[src/rtl/expr_eval.sv]
// Streaming evaluator for digit ((+|*) digit)* with '*' binding tighter than '+'.
// One ASCII character per clock; result/ok/err update on the edge that samples it.
module expr_eval (
    input  logic        clk,
    input  logic        clr,
    input  logic [7:0]  in,
    output logic [31:0] result = '0,
    output logic        ok     = 1'b0,
    output logic        err    = 1'b0
);

    localparam logic [1:0] IDLE = 2'd0;
    localparam logic [1:0] NUM  = 2'd1;
    localparam logic [1:0] OP   = 2'd2;
    localparam logic [1:0] ERR  = 2'd3;

    logic [1:0]  state = IDLE;
    logic [31:0] sum   = '0;
    logic [31:0] term  = '0;
    logic        mul   = 1'b0;

    logic        is_digit;
    logic        is_plus;
    logic        is_star;
    logic        is_op;
    logic [31:0] dval;
    logic [31:0] new_term;
    logic        to_err;

    always_comb begin
        is_digit = (in >= 8'h30) && (in <= 8'h39);
        is_plus  = (in == 8'h2b);
        is_star  = (in == 8'h2a);
        is_op    = is_plus || is_star;
        dval     = {24'd0, in - 8'h30};
        // Products wrap modulo 2^32; overflow is not an error.
        new_term = mul ? term * dval : dval;
        to_err   = ((state == IDLE) && is_op) ||
                   ((state == NUM)  && is_digit) ||
                   ((state == OP)   && is_op);
    end

    always_ff @(posedge clk) begin
        if (clr) begin
            state  <= IDLE;
            sum    <= '0;
            term   <= '0;
            mul    <= 1'b0;
            result <= '0;
            ok     <= 1'b0;
            err    <= 1'b0;
        end else if (to_err) begin
            state  <= ERR;
            result <= '0;
            ok     <= 1'b0;
            err    <= 1'b1;
        end else begin
            case (state)
                IDLE: begin
                    if (is_digit) begin
                        term   <= dval;
                        result <= sum + dval;
                        ok     <= 1'b1;
                        state  <= NUM;
                    end
                end
                NUM: begin
                    if (is_plus) begin
                        sum   <= sum + term;
                        mul   <= 1'b0;
                        ok    <= 1'b0;
                        state <= OP;
                    end else if (is_star) begin
                        mul   <= 1'b1;
                        ok    <= 1'b0;
                        state <= OP;
                    end
                end
                OP: begin
                    if (is_digit) begin
                        term   <= new_term;
                        result <= sum + new_term;
                        ok     <= 1'b1;
                        state  <= NUM;
                    end
                end
                default: ;  // ERR absorbs everything until clr
            endcase
        end
    end

endmodule

[config.mk]
export PLATFORM = sky130hd
export DESIGN_NAME = expr_eval
export DESIGN_NICKNAME = d
export VERILOG_FILES = /design/src/rtl/expr_eval.sv
export SDC_FILE = /design/constraint.sdc
export NUM_CORES = 1
export LEC_CHECK = 0
export ABC_AREA = 1
export CAP_MARGIN = 20
export CORE_MARGIN = 4
export CORE_UTILIZATION = 35
export CTS_BUF_LIST = sky130_fd_sc_hd__clkbuf_8
export CTS_CLUSTER_SIZE = 30
export DETAILED_ROUTE_END_ITERATION = 8
export SLEW_MARGIN = 25
export SYNTH_ARGS = -nofsm -noshare
export SYNTH_HDL_FRONTEND = slang
export SYNTH_SLANG_ARGS = --single-unit
[constraint.sdc]
create_clock -name clk -period 18.1 [get_ports clk]
set_input_delay 3.62 -clock clk [delete_from_list [all_inputs] [get_ports clk]]
set_output_delay 3.62 -clock clk [all_outputs]
set_load 0.005 [all_outputs]
# [Word-level counts from Yosys, hierarchy flattened]
# Cells that the tools add are included.
[totals] regBits=101 output_inout_bits=34 word_cells=63
[op_classes] mul=1 bitwise=1 order_cmp=2 n_eq_ne=10 n_reduce_logical=20 n_addsub=4 muxes=18
[op_table] cell="$mux W32" n=5
[op_table] cell="$pmux W32 S2" n=2
[op_table] cell="$add A32 B32 Y32" n=2
[op_table] cell="$add A32 B8 Y32" n=1
[op_table] cell="$mul A32 B8 Y32" n=1
[op_table] cell="$eq A8 B6 Y1 const B" n=2
[op_table] cell="$reduce_and A3 Y1" n=5
[op_table] cell="$ge A8 B6 Y1 const B" n=1
[op_table] cell="$le A8 B6 Y1 const B" n=1
[op_table] cell="$mux W2" n=4
[op_table] cell="$sub A8 B6 Y8 const B" n=1
[op_table] cell="$reduce_bool A2 Y1" n=3
[op_table] cell="$mux W1" n=5
[op_table] cell="$logic_and A1 B1 Y1" n=4
[op_table] cell="$ne A2 B2 Y1 const B" n=2
[op_table] cell="$ne A4 B4 Y1 const B" n=1
[op_table] cell="$pmux W2 S2" n=1
[op_table] cell="$reduce_and A4 Y1" n=1
[op_table] cell="$reduce_or A2 Y1" n=2
[op_table] cell="$logic_or A1 B1 Y1" n=3
[op_table] cell="$ne A3 B1 Y1 const B" n=1
[op_table] cell="$ne A3 B3 Y1 const B" n=1
[op_table] cell="$reduce_bool A3 Y1" n=1
[op_table] cell="$eq A2 B1 Y1 const B" n=1
[op_table] cell="other kinds (5)" n=5

# [Logic depth before layout (Yosys ltp)]
# Gate-level depths: netlist of the first run.
[logic_depth] word_depth=7 depth_mapped=41

# [Worst setup path after synthesis of the first run]
# OpenSTA, ideal clock, no wires.
[synth_timing] kind="in2reg" startpoint="input port in[4]" endpoint="register result[22]" cell_stages=32 t_arrival_ns=9.061 setup_time_ns=0.113 setup_slack_ns=8.926 required_ns=17.987 path_buffers=1 path_cell_list="ha_1 > inv_1 > nand2_1 > nand2_1 > clkbuf_1 > nor2_1 > fa_1 > inv_1 > fa_1 > fa_1 > inv_1 > fa_1 > ha_1 > a21oi_1 > o21a_1 > nor2_1 > nor2_1 > nand2_1 > nand2_1 > nand2_1 > or2_1 > and3_1 > ha_1 > nand2_1 > nor2_1 > inv_1 > nor3_1 > nand3_1 > o21ai_0 > xor2_1 > o21ai_1 > inv_1"
[synth_via] elab_chain_len=6 elab_cells_between_ends=23 classes_between="3 x add/sub; 1 x mul; 2 x order compare; 4 x eq/ne; 4 x mux; 9 x reduce/logical"
[synth_lines] item="start, declared" line="6" rtl="input logic [7:0] in,"
[synth_lines] item="$sub A8 B6 Y8, or another cell as far along" line="35" rtl="dval = {24'd0, in - 8'h30};"
[synth_lines] item="$mul A32 B8 Y32, or another cell as far along" line="37" rtl="new_term = mul ? term * dval : dval;"
[synth_lines] item="$mux W32, or another cell as far along" line="37"
[synth_lines] item="$add A32 B32 Y32 or $logic_or A1 B1 Y1 (tied branches)" line="82, 38"
[synth_lines] item="$mux W32 or $logic_or A1 B1 Y1 (tied branches)" line="80, 39"
[synth_lines] item="$pmux W32 S2 or $reduce_or A2 Y1 (tied branches)"
[synth_lines] item="end signal, assigned" line="62" rtl="result <= sum + dval;"
[synth_lines] item="end signal, assigned" line="82" rtl="result <= sum + new_term;"
[synth_lines] item="end, declared" line="7" rtl="output logic [31:0] result = '0,"
# Parallel ways exist; a longest one is shown, timed or not. The select of a mux whose other input is x is not followed.
# A chain may end at the register's enable or synchronous reset.

# [Final worst setup path of the first run]
[layout_timing] startpoint="input port in[4]" endpoint="register result[23]"
# The elaborated chain is that of the path after synthesis.

==> results.toml, run 1 <==
[yosys]
synthDistinctLibCells = 45
synthTopCellsByArea = "fa_1 (22%), dfxtp_1 (14%), nand2_1 (13%), inv_1 (12%), ha_1 (8.9%)"
synth_top_area_share_pct = 21.6
syn-mean-instance-area_um2 = 6.61
ys_ff_latch = 101
ys_seq_area_share_pct = 13.8
ys_warn_count = 0
synth_fp_nets = 2489
yosys.area.top_type = "fa_1"
syn_inst = 2217
mappedNetlistArea_um2 = 14700

[setup_path]
cp.arrival_ns = 11.66
required_ns = 18.40
cp-endpoint = "result[23]"
reg2reg_depth = 27
reg2reg_to = "result[23]"
start_kind = "input pin"
max_stage_delay_ns = 0.95
path_class = "in -> reg"
path_max_fanout = 31
reg2reg_setup_slack_ns = 11.47
critPathCaptureType = "flop"
cp_slowest_cell = "ha_1"
cp-startpoint = "in[4]"
r2r_start = "term[3]"

[detailed_routing]
wl_per_cell_um = 16.9
viasPerCell = 5.05
antenna_left = 0
drtIter0Drc = 954
first_pass_iters = 7
wl_mm = 46.8
route.detailed.drc = 0
num_vias = 13967

[cells_and_area]
antenna_cells = 0
nets = 2500
area_growth_pct = 7.61
layout_common_cells = "nand2_1 (497), inv_1 (481), nor2_1 (266)"
layout_commonest_cell = "nand2_1"
drive_above_1_share_pct = 2.55
final_core_util_pct = 38.4

[clock_network]
cts_resized = 0
clockBufferDepth = 2
clk_latency_ns = 0.40
numCtsBuffers = 9
cts_hold_buf = 0
cts.sinks = 101
root_buffer = "clkbuf_8"
clk_pin_slew_worst_paths_ns = 0.12
cts_post_setup_buffers_inserted = 0
htreeDepth = 3
cts_tree = "done"

[floorplanning]
die_w_um = 213
die_h_um = 213
initial_utilization_pct = 35.7
die_area_um2 = 45200
io_pins = 44
core_um2 = 41100
rows = 74

[grt]
grt_pass1_wl_mm = 74.1
grt_max_degree = 46
grt_antenna_before_repair = 0
grt_pass1_vias = 13389
gr-usage-all-layers_pct = 20.8
grt-ovfl-total = 0

[placed_design]
io_buffers = 43
place_congestion = 0.956
place_hpwl_mm = 38.9

[sta]
fin_crit_sh_pct = 62.8
skew_ns = 0.0229
slew_headroom_pct = 30.9
worst_slew_pin_slew_ns = 1.03
finalMaxSlewViolations = 0
fmax_mhz = 88.0
rsz0062_at_grt = "false"
final.setup.tns_ns = 0
setup_viol_count_final = 0
hold_viol_final = 0
period_minus_slack_ns = 11.36

[pwr]
p_leak_nw = 8.17
netSwitchingPower_w = 0.000138
cellInternalPower_w = 0.000294
p_total_w = 0.000431
ir_drop_mv = 0.0369
power_frac_comb_pct = 12.4
p_per_area_nw_per_um2 = 27.3
sw_frac_of_total_pct = 31.9
p_clk_share_pct = 35.0
seqPwrFrac_pct = 52.5

[status]
status = "finished clean"

[run]
drv_cap = 0

[min_path]
hold_start = "result[2]"
min_path_type = "reg -> reg"
-- cells by family (layout without fill, tap and decap cells) --
logic type                 count (synthesis)  after routing  share of synthesized area [%]
buffers and inverters                    544            560                           14.3
AOI/OAI and AO/OA                        349            349                           13.5
xor gates and xnor gates                  31             31                           1.85
DFF                                      101            101                           13.8
and+or+nand+nor                          930            930                           26.1
adders and majority gates                262            262                           30.4
-- cells in the mapped netlist (all sizes together) --
cell type and n:
nand2 499, inv 492, nor2 269, fa 158
o21ai 131, a21oi 130, ha 104, dfxtp 101
nand3 99, clkbuf 28, nand4 26, buf 24
xor2 23, o21bai 20, nor3 18, o21a 18
a21o 12, o211ai 10, o22ai 9, xnor2 8
or2 7, a31oi 5, and3 5, a21boi 4
nor4 4, a211oi 3, nand3b 3, o221ai 3
o211a 2, a31o 1, o311a 1
-- through the flow --
| step | worst slack, ns | cell area [um2] | cells | hold WS, ns |
|---|---|---|---|---|
| after global routing | 6.12 | 15800 | 2765 | 0.493 |
| after detailed placement | 6.45 | 15600 | 2749 | 0.453 |
| final | 6.74 | 15800 | 2765 | 0.474 |
| after CTS | 6.87 | 15800 | 2765 | 0.472 |
| after global placement | 6.64 | 15600 | 2749 | 0.455 |
| after floorplan | 8.93 | 14700 | 2217 | 0.456 |
-- state kept, by name, summed over array words and instances, names as in the netlist --
signal,flops
mul,1
result,32
state,2
term,32
ok,1
err,1
sum,32
-- worst min-delay path by stage --
stage / end / depth (start not counted)
after detailed placement: result[2] / 2
after global placement: result[2] / 2
final: result[2] / 2
after global routing: result[2] / 2
after CTS: result[2] / 2
after floorplan: sum[2] / 2
-- cell type report --
type	count	area (um2)
Tap cell	532	666
Multi-Input combinational cell	1572	10600
Timing Repair Buffer	52	498
Inverter	492	1850
Sequential cell	101	2020
Clock buffer	9	124
Fill cell	4466	25300
Clock inverter	7	68.8
-- per-layer routing --
metal / global-route usage, % / vias up / share of wire (%) / wire [um]
li1: - / 6862 / - / -
met1: 28.7 / 6587 / 45 / 21000
met4: 5.46 / 0 / 2.6 / 1200
met2: 34.6 / 458 / 47 / 21800
met3: 2.76 / 60 / 5.8 / 2710
met5: 0 / - / 0 / 0
-- critical path, delay by kind of cell --
family                     cells  cell delay, ns
AOI/OAI and AO/OA              6            1.25
and+or+nand+nor               10            1.48
buffers and inverters          8            1.64
adders and majority gates      7            3.49
xor gates and xnor gates       1            0.13
-- power by group through the flow --
stage / Combinational [W] / Sequential (W) / Clock, W
2_1_floorplan: 0.0000322 / 0.000231 / 0
3_3_place_gp: 0.0000525 / 0.000232 / 0
3_5_place_dp: 0.0000531 / 0.000232 / 0
4_1_cts: 0.0000534 / 0.000227 / 0.000158
5_1_grt: 0.0000589 / 0.000227 / 0.000163
6_report: 0.0000536 / 0.000227 / 0.000151
Power figures use the tool's default switching activity.
==> inputs of run 2 (changes only) <==
==> constraint.sdc (replaced) <==
create_clock -name clk -period 10.85 [get_ports clk]
set_input_delay 2.17 -clock clk [delete_from_list [all_inputs] [get_ports clk]]
set_output_delay 2.17 -clock clk [all_outputs]
set_load 0.005 [all_outputs]
==> run 2 against run 1 <==
Cell count rose by 0.11%. Hold slack improved by 0.00076 ns. Combinational power rose by 71%. Setup slack got worse by 5.6 ns. First-iteration DRC count fell by 0.84%. Core utilization rose by 0.12 points. Die area did not move.
==> results.toml, run 2 (same netlist as run 1, synthesis figures left out) <==
[status]
status = "finished clean"

[setup_path]
cp.arrival_ns = 10.04
required_ns = 11.16
start_kind = "input pin"
cp_top_family = "simple AND/OR/NAND/NOR gates"
worst-path-buf-inv = 8
critPathCaptureType = "flop"
critPathMostFrequentCell = "nand2_1"
path_class = "in -> reg"
max_stage_delay_ns = 0.71
path_max_fanout = 18
cp_slowest_cell = "nand2_1"

[grt]
grt_max_degree = 47
gr-usage-all-layers_pct = 20.6
grtUsageMet3_pct = 2.26
busiest_layer = "met2"
grt_pass1_vias = 13735
grtUsageMet2_pct = 34.8
met1_usage_pct = 27.7
grt-ovfl-total = 0
grt_pass1_wl_mm = 74.1
grt_antenna_before_repair = 0

[detailed_routing]
antenna_left = 0
first_pass_iters = 5
wl_per_cell_um = 16.8
drtIter0Drc = 946
wl_mm = 46.6
route.detailed.drc = 0
num_vias = 14140
viasPerCell = 5.11

[min_path]
min_path_type = "reg -> reg"

[pwr]
ir_drop_mv = 0.0520
sw_frac_of_total_pct = 30.9
netSwitchingPower_w = 0.000230
p_total_w = 0.000745
seqPwrFrac_pct = 50.7
p_clk_share_pct = 37.0
power_frac_comb_pct = 12.3
p_per_area_nw_per_um2 = 47.0
cellInternalPower_w = 0.000515
p_leak_nw = 8.20

[clock_network]
root_buffer = "clkbuf_8"
clk_pin_slew_worst_paths_ns = 0.12
numCtsBuffers = 9
cts_tree = "done"
cts.sinks = 101
cts_post_setup_buffers_inserted = 0
cts_hold_buf = 0
clockBufferDepth = 2
htreeDepth = 3
clk_latency_ns = 0.40
cts_resized = 0

[sta]
slew_headroom_pct = 45.6
setup_viol_count_final = 0
period_minus_slack_ns = 9.73
fin_crit_sh_pct = 89.7
rsz0062_at_grt = "false"
finalMaxSlewViolations = 0
worst_slew_pin_slew_ns = 0.816
timing.hold.ws_ns = 0.475
skew_ns = 0.0122
timing.final.ws_setup_ns = 1.12
final.setup.tns_ns = 0
fmax_mhz = 103
hold_viol_final = 0

[cells_and_area]
drive_above_1_share_pct = 2.68
nets = 2503
largest_registers = "result: 32 flops, sum: 32 flops, term: 32 flops"
area_growth_pct = 7.96
layout_commonest_cell = "nand2_1"
layout_common_cells = "nand2_1 (497), inv_1 (481), nor2_1 (266)"
final_area_um2 = 15800
antenna_cells = 0

[placed_design]
pre_cts_ws_ns = 0.895
place_congestion = 1.00
place_hpwl_mm = 38.9
io_buffers = 43
place_area_um2 = 15600

[run]
drv_cap = 0

[floorplanning]
core_um2 = 41100
initial_utilization_pct = 35.7
io_pins = 44
rows = 74
die_w_um = 213
die_area_um2 = 45200
die_h_um = 213
## run 2: changes by cell type in the layout (fill, tap and decap cells not counted)
cell,before,now
bufinv_16,0,1
buf_4,9,11
buf_12,0,1
clkinvlp_4,2,0
clkinv_8,1,0
inv_6,2,4
## run 2: worst register-to-register path: cells and delay by family (launching register included)
kind                       cells  cell delay, ns
adders and majority gates      6            2.62
and+or+nand+nor               17            2.28
DFF                            1            0.59
buffers and inverters          7            0.59
AOI/OAI and AO/OA              2            0.47
## run 2: layout make-up
class	count	area (um2)
Fill cell	4480	25300
Multi-Input combinational cell	1572	10600
Sequential cell	101	2020
Inverter	492	1850
Tap cell	532	666
Timing Repair Buffer	55	533
Clock buffer	9	124
Clock inverter	7	85.1
## run 2: power groups by stage
stage | Clock (W) | Sequential [W] | Combinational (W)
final | 0.000275 | 0.000378 | 0.0000914
after global routing | 0.000292 | 0.000378 | 0.0000995
after CTS | 0.000286 | 0.000378 | 0.0000913
after detailed placement | 0 | 0.000386 | 0.0000909
after global placement | 0 | 0.000386 | 0.0000896
after floorplan | 0 | 0.000386 | 0.0000538
## run 2: per-stage QoR
stage | std cells | utilization, %
6_report | 2768 | 38.5
5_1_grt | 2768 | 38.5
4_1_cts | 2767 | 38.5
3_5_place_dp | 2751 | 37.9
3_3_place_gp | 2751 | 37.9
2_1_floorplan | 2217 | -
## run 2: metal layers
layer,vias up,wire (um),part of all wire (%)
li1,6870,-,-
met1,6782,20600,44
met2,405,22000,47
met3,83,2330,5.0
met4,0,1680,3.6
met5,-,0,0
## run 2: path summary, 6_finish.rpt
kind                            cells past startpoint         end      start  slack, ns
worst min register to register                      2   result[2]  result[2]       0.47
worst max-delay path                               36  result[31]      in[6]       1.12
worst max register to register                     32  result[31]    term[3]       4.19
worst min-delay path                                2   result[2]  result[2]       0.47
==> inputs of run 3 (changes only) <==
==> constraint.sdc (replaced) <==
create_clock -name clk -period 10.8 [get_ports clk]
set_input_delay 2.16 -clock clk [delete_from_list [all_inputs] [get_ports clk]]
set_output_delay 2.16 -clock clk [all_outputs]
set_load 0.005 [all_outputs]
==> run 3 against run 2 <==
Via count decreased by 1.2%. Register-to-register slack about the same. Largest power group unchanged. Wire length decreased by 0.51%. Setup slack improved by 0.037 ns. Sequential cell count unchanged.
==> results.toml, run 3 (same netlist as run 1, synthesis figures left out) <==
[placed_design]
place_area_um2 = 15600
placed_cells = 2751
place_hpwl_mm = 38.7
io_buffers = 43
place_congestion = 0.996

[cells_and_area]
largest_registers = "result: 32 flops, sum: 32 flops, term: 32 flops"
antenna_cells = 0
final_area_um2 = 15800
layout_commonest_cell = "nand2_1"
layout_common_cells = "nand2_1 (497), inv_1 (482), nor2_1 (266)"
fillers = 4429
nets = 2503
stdcell_count = 2768
area_growth_pct = 8.00
drive_above_1_share_pct = 2.64

[setup_path]
cp_top_family = "adder cells"
worst-path-buf-inv = 7
required_ns = 11.11
critPathMostFrequentCell = "nand2_1"
cp-startpoint = "in[6]"
cp.arrival_ns = 9.96
path_class = "in -> reg"
start_kind = "input pin"
path_max_fanout = 18
critPathCaptureType = "flop"
max_stage_delay_ns = 0.65
r2r_start = "term[3]"
cp_slowest_cell = "nand2_1"

[sta]
worst_slew_pin_slew_ns = 0.811
setup_viol_count_final = 0
final.setup.tns_ns = 0
slew_headroom_pct = 46.0
skew_ns = 0.0142
period_minus_slack_ns = 9.64
rsz0062_at_grt = "false"
fmax_mhz = 104
finalMaxSlewViolations = 0
hold_viol_final = 0
fin_crit_sh_pct = 89.3

[clock_network]
root_buffer = "clkbuf_8"
cts_tree = "done"
cts_resized = 0
htreeDepth = 3
cts_post_setup_buffers_inserted = 0
clk_pin_slew_worst_paths_ns = 0.12
cts.sinks = 101
clockBufferDepth = 2
numCtsBuffers = 9
cts_hold_buf = 0
clk_latency_ns = 0.41

[grt]
grt_pass1_vias = 13885
grt_pass1_wl_mm = 74.6
grt_max_degree = 47
gr-usage-all-layers_pct = 20.9
grt_antenna_before_repair = 0
grt-ovfl-total = 0

[pwr]
ir_drop_mv = 0.0492
cellInternalPower_w = 0.000516
p_per_area_nw_per_um2 = 47.2
p_leak_nw = 8.21
seqPwrFrac_pct = 50.7
p_clk_share_pct = 37.0
power_frac_comb_pct = 12.2
netSwitchingPower_w = 0.000232
sw_frac_of_total_pct = 31.1

[detailed_routing]
wl_per_cell_um = 16.7
num_vias = 13977
route.detailed.drc = 0
viasPerCell = 5.05
first_pass_iters = 6
antenna_left = 0
drtIter0Drc = 1097
wl_mm = 46.4

[run]
drv_cap = 0

[floorplanning]
die_w_um = 213
die_area_um2 = 45200
rows = 74
initial_utilization_pct = 35.7
io_pins = 44
core_um2 = 41100
die_h_um = 213

[min_path]
min_path_type = "reg -> reg"
hold_start = "result[0]"

[status]
status = "finished clean"
-- run 3: changes by cell type in the layout (fill, tap and decap cells not counted), sizes merged --
cell and delta:
inv -1, clkinv +1
-- run 3: layer usage --
| layer | up-vias | share of wire, % | track usage (%) |
|---|---|---|---|
| met5 | - | 0 | 0 |
| met4 | 0 | 3.3 | 6.80 |
| met3 | 67 | 5.6 | 2.42 |
| met2 | 372 | 47 | 35.2 |
| met1 | 6675 | 44 | 28.1 |
| li1 | 6863 | - | - |
-- run 3: path summary, 6_finish.rpt --
check	end	depth (start not counted)	slack (ns)
max	result[23]	33	1.16
min	result[0]	2	0.47
max reg2reg	result[23]	28	4.18
min reg2reg	result[0]	2	0.47
-- run 3: power by group through the flow --
stage	clock, W	sequential, W	combinational (W)
5_1_grt	0.000298	0.000380	0.000100
3_3_place_gp	0	0.000388	0.0000900
4_1_cts	0.000282	0.000380	0.0000918
6_report	0.000277	0.000380	0.0000916
3_5_place_dp	0	0.000388	0.0000915
2_1_floorplan	0	0.000387	0.0000540
-- run 3: tightest hold or removal path, delay by kind of cell (launching register included) --
kind | cells | cell delay [ns]
flops | 1 | 0.33
simple gates | 1 | 0.06
compound gates | 1 | 0.05
-- run 3: per-stage QoR --
stage                     power, W  hold slack [ns]  worst slack, ns  utilization [%]
final                     0.000748            0.471             1.16             38.5
after global routing      0.000778            0.505            0.754             38.5
after CTS                 0.000754            0.478             1.27             38.5
after detailed placement  0.000480            0.459            0.848             37.9
after global placement    0.000478            0.452            0.965             37.9
after floorplan           0.000441            0.456             3.09                -
-- run 3: cell type report --
class	instances	area [um2]	share of cell area [%]
tap	532	666	4.20
clock buffer	9	124	0.782
timing repair buffer	55	541	3.41
inverter	492	1850	11.7
clock inverter	7	83.8	0.529
multi-input combinational	1572	10600	66.6
sequential	101	2020	12.8
